--- config.mk ---
export PLATFORM = sky130hd
export DESIGN_NAME = regfile_writeback_flat
export DESIGN_NICKNAME = d
export VERILOG_FILES = /design/src/rtl/regfile_writeback_if.sv /design/src/rtl/regfile_writeback.sv /design/src/flat_wrapper.sv
export SDC_FILE = /design/constraint.sdc
export NUM_CORES = 1
export LEC_CHECK = 0
export ABC_AREA = 1
export CORE_MARGIN = 2
export CORE_UTILIZATION = 34
export CTS_BUF_LIST = sky130_fd_sc_hd__clkbuf_8
export DETAILED_ROUTE_END_ITERATION = 7
export PLACE_DENSITY_LB_ADDON = 0.1
export SLEW_MARGIN = 20
export SYNTH_ARGS = -nofsm -noshare
export SYNTH_HDL_FRONTEND = slang
export SYNTH_SLANG_ARGS = --single-unit
export TNS_END_PERCENT = 30
--- constraint.sdc ---
create_clock -name clk -period 6.7 [get_ports clk]
set_input_delay 0.67 -clock clk [delete_from_list [all_inputs] [get_ports clk]]
set_output_delay 0.67 -clock clk [all_outputs]
set_load 0.005 [all_outputs]
--- src/rtl/regfile_writeback_if.sv ---
// Result-bus, issue and register-file write signals between the execution
// units / decode and the writeback front end.
interface regfile_writeback_if #(
  parameter int XLEN       = 32,
  parameter int REG_ADDR_W = 5,
  parameter int N_SRC      = 3
);
  logic                               clk_en;
  logic                               flush;
  logic [N_SRC-1:0]                   src_valid;
  logic [N_SRC-1:0]                   src_ready;
  logic [N_SRC-1:0][REG_ADDR_W-1:0]   src_rd;
  logic [N_SRC-1:0][XLEN-1:0]         src_data;
  logic                               issue_valid;
  logic [REG_ADDR_W-1:0]              issue_rd;
  logic                               issue_stall;
  logic [REG_ADDR_W-1:0]              qa1;
  logic [REG_ADDR_W-1:0]              qa2;
  logic                               busy1;
  logic                               busy2;
  logic                               we;
  logic [REG_ADDR_W-1:0]              wa;
  logic [XLEN-1:0]                    wd;

  modport master (
    output clk_en, flush, src_valid, src_rd, src_data, issue_valid, issue_rd, qa1, qa2,
    input  src_ready, issue_stall, busy1, busy2, we, wa, wd
  );

  modport slave (
    input  clk_en, flush, src_valid, src_rd, src_data, issue_valid, issue_rd, qa1, qa2,
    output src_ready, issue_stall, busy1, busy2, we, wa, wd
  );
endinterface

--- src/rtl/regfile_writeback.sv ---
// Round-robin arbiter from the execution units into the register file's single
// write port, plus a per-register pending-write counter for RAW stalls.

// Saturating 2-bit pending-write counter for one architectural register.
module regfile_wb_cnt (
  input  logic       clk,
  input  logic       rst_n,
  input  logic       clk_en_i,
  input  logic       flush_i,
  input  logic       inc_i,
  input  logic       dec_i,
  output logic [1:0] cnt_o
);
  logic [1:0] cnt_q, cnt_d;

  // Simultaneous inc/dec cancel; neither end wraps.
  always_comb begin
    cnt_d = cnt_q;
    if (flush_i)                                cnt_d = 2'd0;
    else if (inc_i && !dec_i && cnt_q != 2'd3)  cnt_d = cnt_q + 2'd1;
    else if (dec_i && !inc_i && cnt_q != 2'd0)  cnt_d = cnt_q - 2'd1;
  end

  always_ff @(posedge clk or negedge rst_n) begin
    if (!rst_n)        cnt_q <= 2'd0;
    else if (clk_en_i) cnt_q <= cnt_d;
  end

  assign cnt_o = cnt_q;
endmodule

module regfile_writeback #(
  parameter int XLEN       = 32,
  parameter int REG_COUNT  = 32,
  parameter int REG_ADDR_W = 5,
  parameter int N_SRC      = 3
) (
  input  logic              clk,
  input  logic              rst_n,
  regfile_writeback_if.slave wb
);
  localparam int PTR_W = (N_SRC > 1) ? $clog2(N_SRC) : 1;

  logic [PTR_W-1:0]          ptr_q, ptr_d, gidx;
  logic [N_SRC-1:0]          grant;
  logic                      found, gate, xfer;
  int                        idx;
  logic                      we_q;
  logic [REG_ADDR_W-1:0]     wa_q;
  logic [XLEN-1:0]           wd_q;
  logic [REG_COUNT-1:0][1:0] cnt;

  assign gate = wb.clk_en & ~wb.flush & rst_n;

  // First valid source at or after ptr_q, wrapping.
  always_comb begin
    grant = '0;
    gidx  = '0;
    found = 1'b0;
    idx   = 0;
    for (int k = 0; k < N_SRC; k++) begin
      idx = int'(ptr_q) + k;
      if (idx >= N_SRC) idx = idx - N_SRC;
      if (!found && wb.src_valid[idx]) begin
        found = 1'b1;
        gidx  = PTR_W'(idx);
      end
    end
    if (found && gate) grant[gidx] = 1'b1;
  end

  assign xfer         = |grant;
  assign ptr_d        = (gidx == PTR_W'(N_SRC - 1)) ? '0 : gidx + PTR_W'(1);
  assign wb.src_ready = grant;

  always_ff @(posedge clk or negedge rst_n) begin
    if (!rst_n) begin
      we_q  <= 1'b0;
      wa_q  <= '0;
      wd_q  <= '0;
      ptr_q <= '0;
    end else if (wb.clk_en) begin
      if (xfer) begin
        we_q  <= (wb.src_rd[gidx] != '0);
        wa_q  <= wb.src_rd[gidx];
        wd_q  <= wb.src_data[gidx];
        ptr_q <= ptr_d;
      end else begin
        we_q  <= 1'b0;
      end
    end
  end

  assign wb.we = we_q;
  assign wb.wa = wa_q;
  assign wb.wd = wd_q;

  // x0 has no counter: it is never pending.
  assign cnt[0] = 2'd0;

  for (genvar r = 1; r < REG_COUNT; r++) begin : g_cnt
    regfile_wb_cnt u_cnt (
      .clk      (clk),
      .rst_n    (rst_n),
      .clk_en_i (wb.clk_en),
      .flush_i  (wb.flush),
      .inc_i    (wb.issue_valid & ~wb.issue_stall & (wb.issue_rd == REG_ADDR_W'(r))),
      .dec_i    (we_q & (wa_q == REG_ADDR_W'(r))),
      .cnt_o    (cnt[r])
    );
  end

  assign wb.issue_stall = (cnt[wb.issue_rd] == 2'd3) & (wb.issue_rd != '0);
  assign wb.busy1       = (cnt[wb.qa1] != 2'd0);
  assign wb.busy2       = (cnt[wb.qa2] != 2'd0);
endmodule

--- src/flat_wrapper.sv ---
// flat-port wrapper written by rule: the top's interface ports become plain ports
module regfile_writeback_flat 
#(
  parameter int XLEN       = 32,
  parameter int REG_COUNT  = 32,
  parameter int REG_ADDR_W = 5,
  parameter int N_SRC      = 3
)
  (clk, rst_n, wb_clk_en, wb_flush, wb_src_valid, wb_src_rd, wb_src_data, wb_issue_valid, wb_issue_rd, wb_qa1, wb_qa2, wb_src_ready, wb_issue_stall, wb_busy1, wb_busy2, wb_we, wb_wa, wb_wd);
  regfile_writeback_if #(.XLEN(XLEN), .REG_ADDR_W(REG_ADDR_W), .N_SRC(N_SRC)) wb_i ();
  input  logic clk;
  input  logic rst_n;
  input wire logic [$bits(wb_i.clk_en)-1:0] wb_clk_en;
  input wire logic [$bits(wb_i.flush)-1:0] wb_flush;
  input wire logic [$bits(wb_i.src_valid)-1:0] wb_src_valid;
  input wire logic [$bits(wb_i.src_rd)-1:0] wb_src_rd;
  input wire logic [$bits(wb_i.src_data)-1:0] wb_src_data;
  input wire logic [$bits(wb_i.issue_valid)-1:0] wb_issue_valid;
  input wire logic [$bits(wb_i.issue_rd)-1:0] wb_issue_rd;
  input wire logic [$bits(wb_i.qa1)-1:0] wb_qa1;
  input wire logic [$bits(wb_i.qa2)-1:0] wb_qa2;
  output wire logic [$bits(wb_i.src_ready)-1:0] wb_src_ready;
  output wire logic [$bits(wb_i.issue_stall)-1:0] wb_issue_stall;
  output wire logic [$bits(wb_i.busy1)-1:0] wb_busy1;
  output wire logic [$bits(wb_i.busy2)-1:0] wb_busy2;
  output wire logic [$bits(wb_i.we)-1:0] wb_we;
  output wire logic [$bits(wb_i.wa)-1:0] wb_wa;
  output wire logic [$bits(wb_i.wd)-1:0] wb_wd;
  assign wb_i.clk_en = wb_clk_en;
  assign wb_i.flush = wb_flush;
  assign wb_i.src_valid = wb_src_valid;
  assign wb_i.src_rd = wb_src_rd;
  assign wb_i.src_data = wb_src_data;
  assign wb_i.issue_valid = wb_issue_valid;
  assign wb_i.issue_rd = wb_issue_rd;
  assign wb_i.qa1 = wb_qa1;
  assign wb_i.qa2 = wb_qa2;
  assign wb_src_ready = wb_i.src_ready;
  assign wb_issue_stall = wb_i.issue_stall;
  assign wb_busy1 = wb_i.busy1;
  assign wb_busy2 = wb_i.busy2;
  assign wb_we = wb_i.we;
  assign wb_wa = wb_i.wa;
  assign wb_wd = wb_i.wd;
  regfile_writeback #(.XLEN(XLEN), .REG_COUNT(REG_COUNT), .REG_ADDR_W(REG_ADDR_W), .N_SRC(N_SRC)) u_core (.clk(clk), .rst_n(rst_n), .wb(wb_i));
endmodule
[After elaboration in Yosys (flattened, before gate mapping)]
Cells that the tools add are included.
Storage, ports and cells
  ROM bits: 0
  register bits: 102
  bits in writable memories: 0
  memories: 0
  bits in latches: 0
  bits of input ports: 134
  logic and storage cells: 694
Operators by class
  order comparisons: 11
  shift-type cells: 0
  muxes and demuxes: 126
  equality and inequality tests: 95
  add/subtract/negate cells: 68
  multipliers: 0
  reductions and logical operators: 291
  bitwise gates (word level): 68
  div/mod/pow operators: 0
Operators by type and width (number)
  2-bit two-way mux: 100
  5-bit equality test, second input constant: 32
  1-bit logical AND: 128
  32-bit two-way mux: 4
  32-bit by 4-bit less-than comparator with 1-bit output, second input constant: 3
  3-bit nonzero test: 31
  5-bit by 4-bit equality test with 1-bit output, second input constant: 16
  1-bit AND: 66
  2-bit nonzero test: 33
  2-bit by 1-bit adder with 2-bit output, second input constant: 32
  32-bit binary-select mux with 2-bit select: 1
  32-bit by 3-bit >= comparator with 1-bit output, second input constant: 2
  1-bit logical NOT: 64
  2-bit AND reduction: 32
  32-bit by 3-bit subtractor with 32-bit output, second input constant: 2
  2-bit != test, second input constant: 31
  2-bit by 1-bit subtractor with 2-bit output, second input constant: 31
  5-bit by 3-bit equality test with 1-bit output, second input constant: 8
  2-bit binary-select mux with 5-bit select: 3
  5-bit by 2-bit equality test with 1-bit output, second input constant: 4
  5-bit by 6-bit less-than comparator with 1-bit output, second input constant: 3
  1-bit two-way mux: 11
  5-bit binary-select mux with 2-bit select: 1
  5-bit by 1-bit equality test with 1-bit output, second input constant: 2
  14 further kinds: 19

[Depth between registers and ports, before layout]
  depth after elaboration: 19
  depth in mapped cells: 20
  depth with buffers taken out: 17

[Cells and area by module]
Synthesis repeated with hierarchy kept, for this count alone.
Second synthesis, totals
  cells, all modules: 1657
  area total of the unflattened synthesis: 9441.6 µm²
By module, submodules not included
  regfile_wb_cnt: cells an instance 27, area an instance 155.1 µm², instances 31
  regfile_writeback: cells an instance 820, area an instance 4631.9 µm², instances 1

[Least setup slack after synthesis]
Ideal clock, no wire load.
  path kind: input port to output port
  start: input wb_src_valid[1]
  end: output wb_src_ready[0]
  path buffers: 0
  arrival: 1.775 ns
  required time: 6.030 ns
  path slack: 4.255 ns
  cell stages on the path: 8
  path through: inv_1 -> a21oi_1 -> a21oi_1 -> nand3_1 -> nor2_1 -> nor2_1 -> nand2_1 -> nor2_1
On the way
  cells in the longest elaborated chain, start to end: 15
RTL lines
  start: declaration: RTL line flat_wrapper.sv:15  | input wire logic [$bits(wb_i.src_valid)-1:0] wb_src_valid;
  1-bit binary-select mux with 2-bit select: RTL line regfile_writeback.sv:64  | if (!found && wb.src_valid[idx]) begin
  1-bit two-way mux (not written as such) (2 in a row): RTL line regfile_writeback.sv:64
  1-bit two-way mux: RTL line regfile_writeback.sv:64
  1-bit logical NOT: RTL line regfile_writeback.sv:64
  1-bit logical AND: RTL line regfile_writeback.sv:64
  1-bit two-way mux: RTL line regfile_writeback.sv:64
  1-bit logical NOT: RTL line regfile_writeback.sv:64
  1-bit logical AND: RTL line regfile_writeback.sv:64
  2-bit two-way mux: RTL line regfile_writeback.sv:64
  2-bit by 3-bit less-than comparator with 1-bit output (not written as such) / 2-bit by 1-bit >= comparator with 1-bit output (equally long branches): RTL line regfile_writeback.sv:69  | if (found && gate) grant[gidx] = 1'b1;
  1-bit logical AND (not written as such): RTL line regfile_writeback.sv:69
  1-bit two-way mux (not written as such): RTL line regfile_writeback.sv:69
  1-bit demux with 2-bit select
  3-bit two-way mux *: RTL line regfile_writeback.sv:69
  end: declaration: RTL line flat_wrapper.sv:22  | output wire logic [$bits(wb_i.src_ready)-1:0] wb_src_ready;
Every way passes the cells marked *; elsewhere a longest branch is shown, timed or not. The select of a mux whose other input is x is not followed.

[Final worst setup path]
  start: input wb_issue_rd[1]
  end: register u_core.g_cnt[30].u_cnt.cnt_q[0]
On the way
  cells in the longest elaborated chain, start to end: 12
RTL lines
  start: declaration: RTL line flat_wrapper.sv:19  | input wire logic [$bits(wb_i.issue_rd)-1:0] wb_issue_rd;
  2-bit binary-select mux with 5-bit select: RTL line regfile_writeback.sv:113  | assign wb.issue_stall = (cnt[wb.issue_rd] == 2'd3) & (wb.issue_rd != '0);
  2-bit two-way mux (not written as such): RTL line regfile_writeback.sv:113
  2-bit equality test: RTL line regfile_writeback.sv:113
  1-bit AND: RTL line regfile_writeback.sv:113
  1-bit NOT: RTL line regfile_writeback.sv:107  | .inc_i (wb.issue_valid & ~wb.issue_stall & (wb.issue_rd == REG_ADDR_W'(r))),
  1-bit AND: RTL line regfile_writeback.sv:107
  1-bit AND *: RTL line regfile_writeback.sv:107
  1-bit logical NOT: RTL line regfile_writeback.sv:21  | else if (dec_i && !inc_i && cnt_q != 2'd0) cnt_d = cnt_q - 2'd1;
  1-bit logical AND (2 in a row): RTL line regfile_writeback.sv:21
  3-bit nonzero test (no source line)
  2-bit AND reduction (no source line)
  end signal: assignment: RTL line regfile_writeback.sv:26  | else if (clk_en_i) cnt_q <= cnt_d;
  end: declaration: RTL line regfile_writeback.sv:14  | logic [1:0] cnt_q, cnt_d;
Marks and branches as above.
A chain may end at the register's enable or synchronous reset.

==> metrics <==
sequential-to-total area share from yosys stat 30.4%; Yosys cell types 34; Synth area leader dfrtp_1; Final Core Density a little over two fifths; mapped cell area 0.00840 mm²; htree depth 3; Tmin final about 4.2 ns; Die ar. roughly 0.026 mm²; FFs w/ async S/R, synth 100%; final hold violation count 0; 1st-iter DRT viols 805; final setup skew approximately 0.017 ns; clk_lat worst skew 0.41 ns; placer congestion estimate 0.921; Synth top area share 30.4%; worst slew pin tran approximately 1.0 ns; vias after detailed routing ~9500; clock buffer depth 2; Worst-path clk slew 0.12 ns; Most used DFF post-synth dfrtp_1; layout cells sized above 1 ~5.6%; Synth Instances about 1300; synth-to-layout area growth 25.2%; routed wire length 31600 µm; fillers about 2600; first-pass GRT wire length 50400 µm; CP Class in -> reg; number of global-route vias before repair 9203; Residual DRC 0; Final nets around 1600; row count 57; Horiz. Die Dim 161 µm; most frequent cells in the layout 478 x nand2_1, 175 x clkdlybuf4s50_1, 137 x nor2_1; final period utilization 62.6%; Die Y 161 µm; Syn. warnings 0; DRT antenna net count 0; Post-synth EDFFs 0; post-CTS setup buffers 0; GRT overflow 0; syn nets 1442; CTS buffer count 9; Routed WL per cell about 18 µm; register bit count reported by yosys 102; pre-CTS setup slack approximately 2.2 ns; GRT Resource Usage Total 24.5%; RSZ-0062 raised after global routing false; TritonCTS clock tree built; syn_area_per_cell 6.44 µm²; Worst EP required 7.00 ns; setup TNS 0 ns; status complete, no violations; IO Pins 178; PortBufs 177; largest net degree at the start of global routing 66; HP Class in -> async; P_leak 4.80 nW; commonest non-fill, non-tap cell in the layout nand2_1; initial antenna violation count 1; number of gates resized after cts 0; Slew headroom 31.8%; CP max FO 24; core area 0.0243 mm²; peak supply drop around 190 µV; Startpoint Class input pin; DRT Pass-1 Iters 7; Slew Viols, Final 0; Max-Cap Viols 0; initial cell density of the core 34.6%; Area contributors post-synth dfrtp_1 30%, nand2_1 21%, nor2_1 6.2%; # setup viols final 0; final worst slack ~2.5 ns; CTS root buf clkbuf_8; CTS sink cnt 102; WP data arrival 4.50 ns; # hold bufs at CTS 0; pwr dens 290 mW/mm²; vias per inst 5.37; Critical Path Sink Type register; Fmax approximately 240 MHz; Final HPWL DP between 20000 and 25000 µm
metal layers:
metal  vias up  wire length [µm]  GRT usage, %
met1      4422             13500          31.2
met2       355             14800          41.2
met3        62              2220          5.47
met4         0              1050          8.16
li1       4669                 -             -
met5         -                 0             0
logic make-up (layout without fill, tap and decap cells):
| family | count (synthesis) | in the layout | share of synthesized area (%) |
|---|---|---|---|
| AO/OA/AOI/OAI | 154 | 154 | 10.6 |
| XOR/XNOR | 29 | 29 | 3.02 |
| adder cells (fa/ha/maj) | 2 | 2 | 0.298 |
| buffers and inverters | 139 | 279 | 7.37 |
| flip-flops | 102 | 102 | 30.4 |
| other | 0 | 1 | 0 |
| AND/OR/NAND/NOR | 880 | 880 | 48.4 |
registers in the layout, indices dropped and copies added (netlist names):
signal                    flops
u_core.wb.wd                 32
u_core.g_cnt.u_cnt.cnt_o     62
u_core.wb.we                  1
u_core.ptr_q                  2
u_core.wb.wa                  5
final cells by class:
type                            instances  area [µm²]  area share, %
Multi-Input combinational cell       1065        5240           49.8
Sequential cell                       102        2550           24.3
Timing Repair Buffer                  187        1840           17.5
Tap cell                              324         405           3.85
Inverter                               76         285           2.71
Clock buffer                            9         124           1.18
Clock inverter                          7        68.8          0.654
Antenna cell                            1        2.50         0.0238
per-stage QoR:
stage | cells | hold WS (ns) | cell area (µm²) | power (mW)
finish | 1771 | 0.226 | 10500 | 3.05
floorplan | 1306 | 0.374 | 8400 | 1.95
CTS | 1770 | 0.248 | 10500 | 3.08
global placement | 1754 | 0.473 | 10300 | 2.65
global route | 1770 | 0.268 | 10500 | 3.30
detailed placement | 1754 | 0.472 | 10300 | 2.65
cell usage after synthesis, types with 29 or more instances:
cell,n
nand2_1,478
nor2_1,139
dfrtp_1,102
nand4_1,80
nand3_1,75
inv_1,70
a21oi_1,64
nand3_2,32
o21ai_0,32
nand3b_1,31
nor3_1,31
xor2_1,29
power breakdown:
part / switching [mW] / total (mW) / internal (mW)
Combinational: 0.993 / 1.63 / 0.635
Sequential: 0.204 / 1.01 / 0.805
Clock: 0.268 / 0.413 / 0.145
Total: 1.47 / 3.05 / 1.58
critical path: stages:
cell and delay [ns]:
clkdlybuf4s50_1 1.14, inv_2 0.35, nand3_1 0.15, nand2_1 0.08, o21ai_1 0.19, nand4_1 0.11, nand3_1 0.09, nand2_1 0.10
nor2_2 0.77, buf_4 0.35, nand3_1 0.12, nand3_1 0.14, nand2_1 0.08, nand2_1 0.08, nand2_1 0.04
path summary, 6_finish.rpt:
path / cells after the start / from / slack, ns / end
max in group asynchronous: 2 / rst_n / 5.20 / u_core.g_cnt[21].u_cnt.cnt_o[0]
max: 15 / wb_issue_rd[1] / 2.50 / u_core.g_cnt[30].u_cnt.cnt_o[0]
min reg2reg: 2 / u_core.wb.wd[3] / 0.50 / u_core.wb.wd[3]
min in group clk: 2 / u_core.wb.wd[3] / 0.50 / u_core.wb.wd[3]
max reg2reg: 12 / u_core.ptr_q[0] / 3.72 / u_core.wb.wd[8]
min: 1 / rst_n / 0.23 / u_core.g_cnt[14].u_cnt.cnt_o[1]
Note: power is estimated with default switching activity, not from simulation.
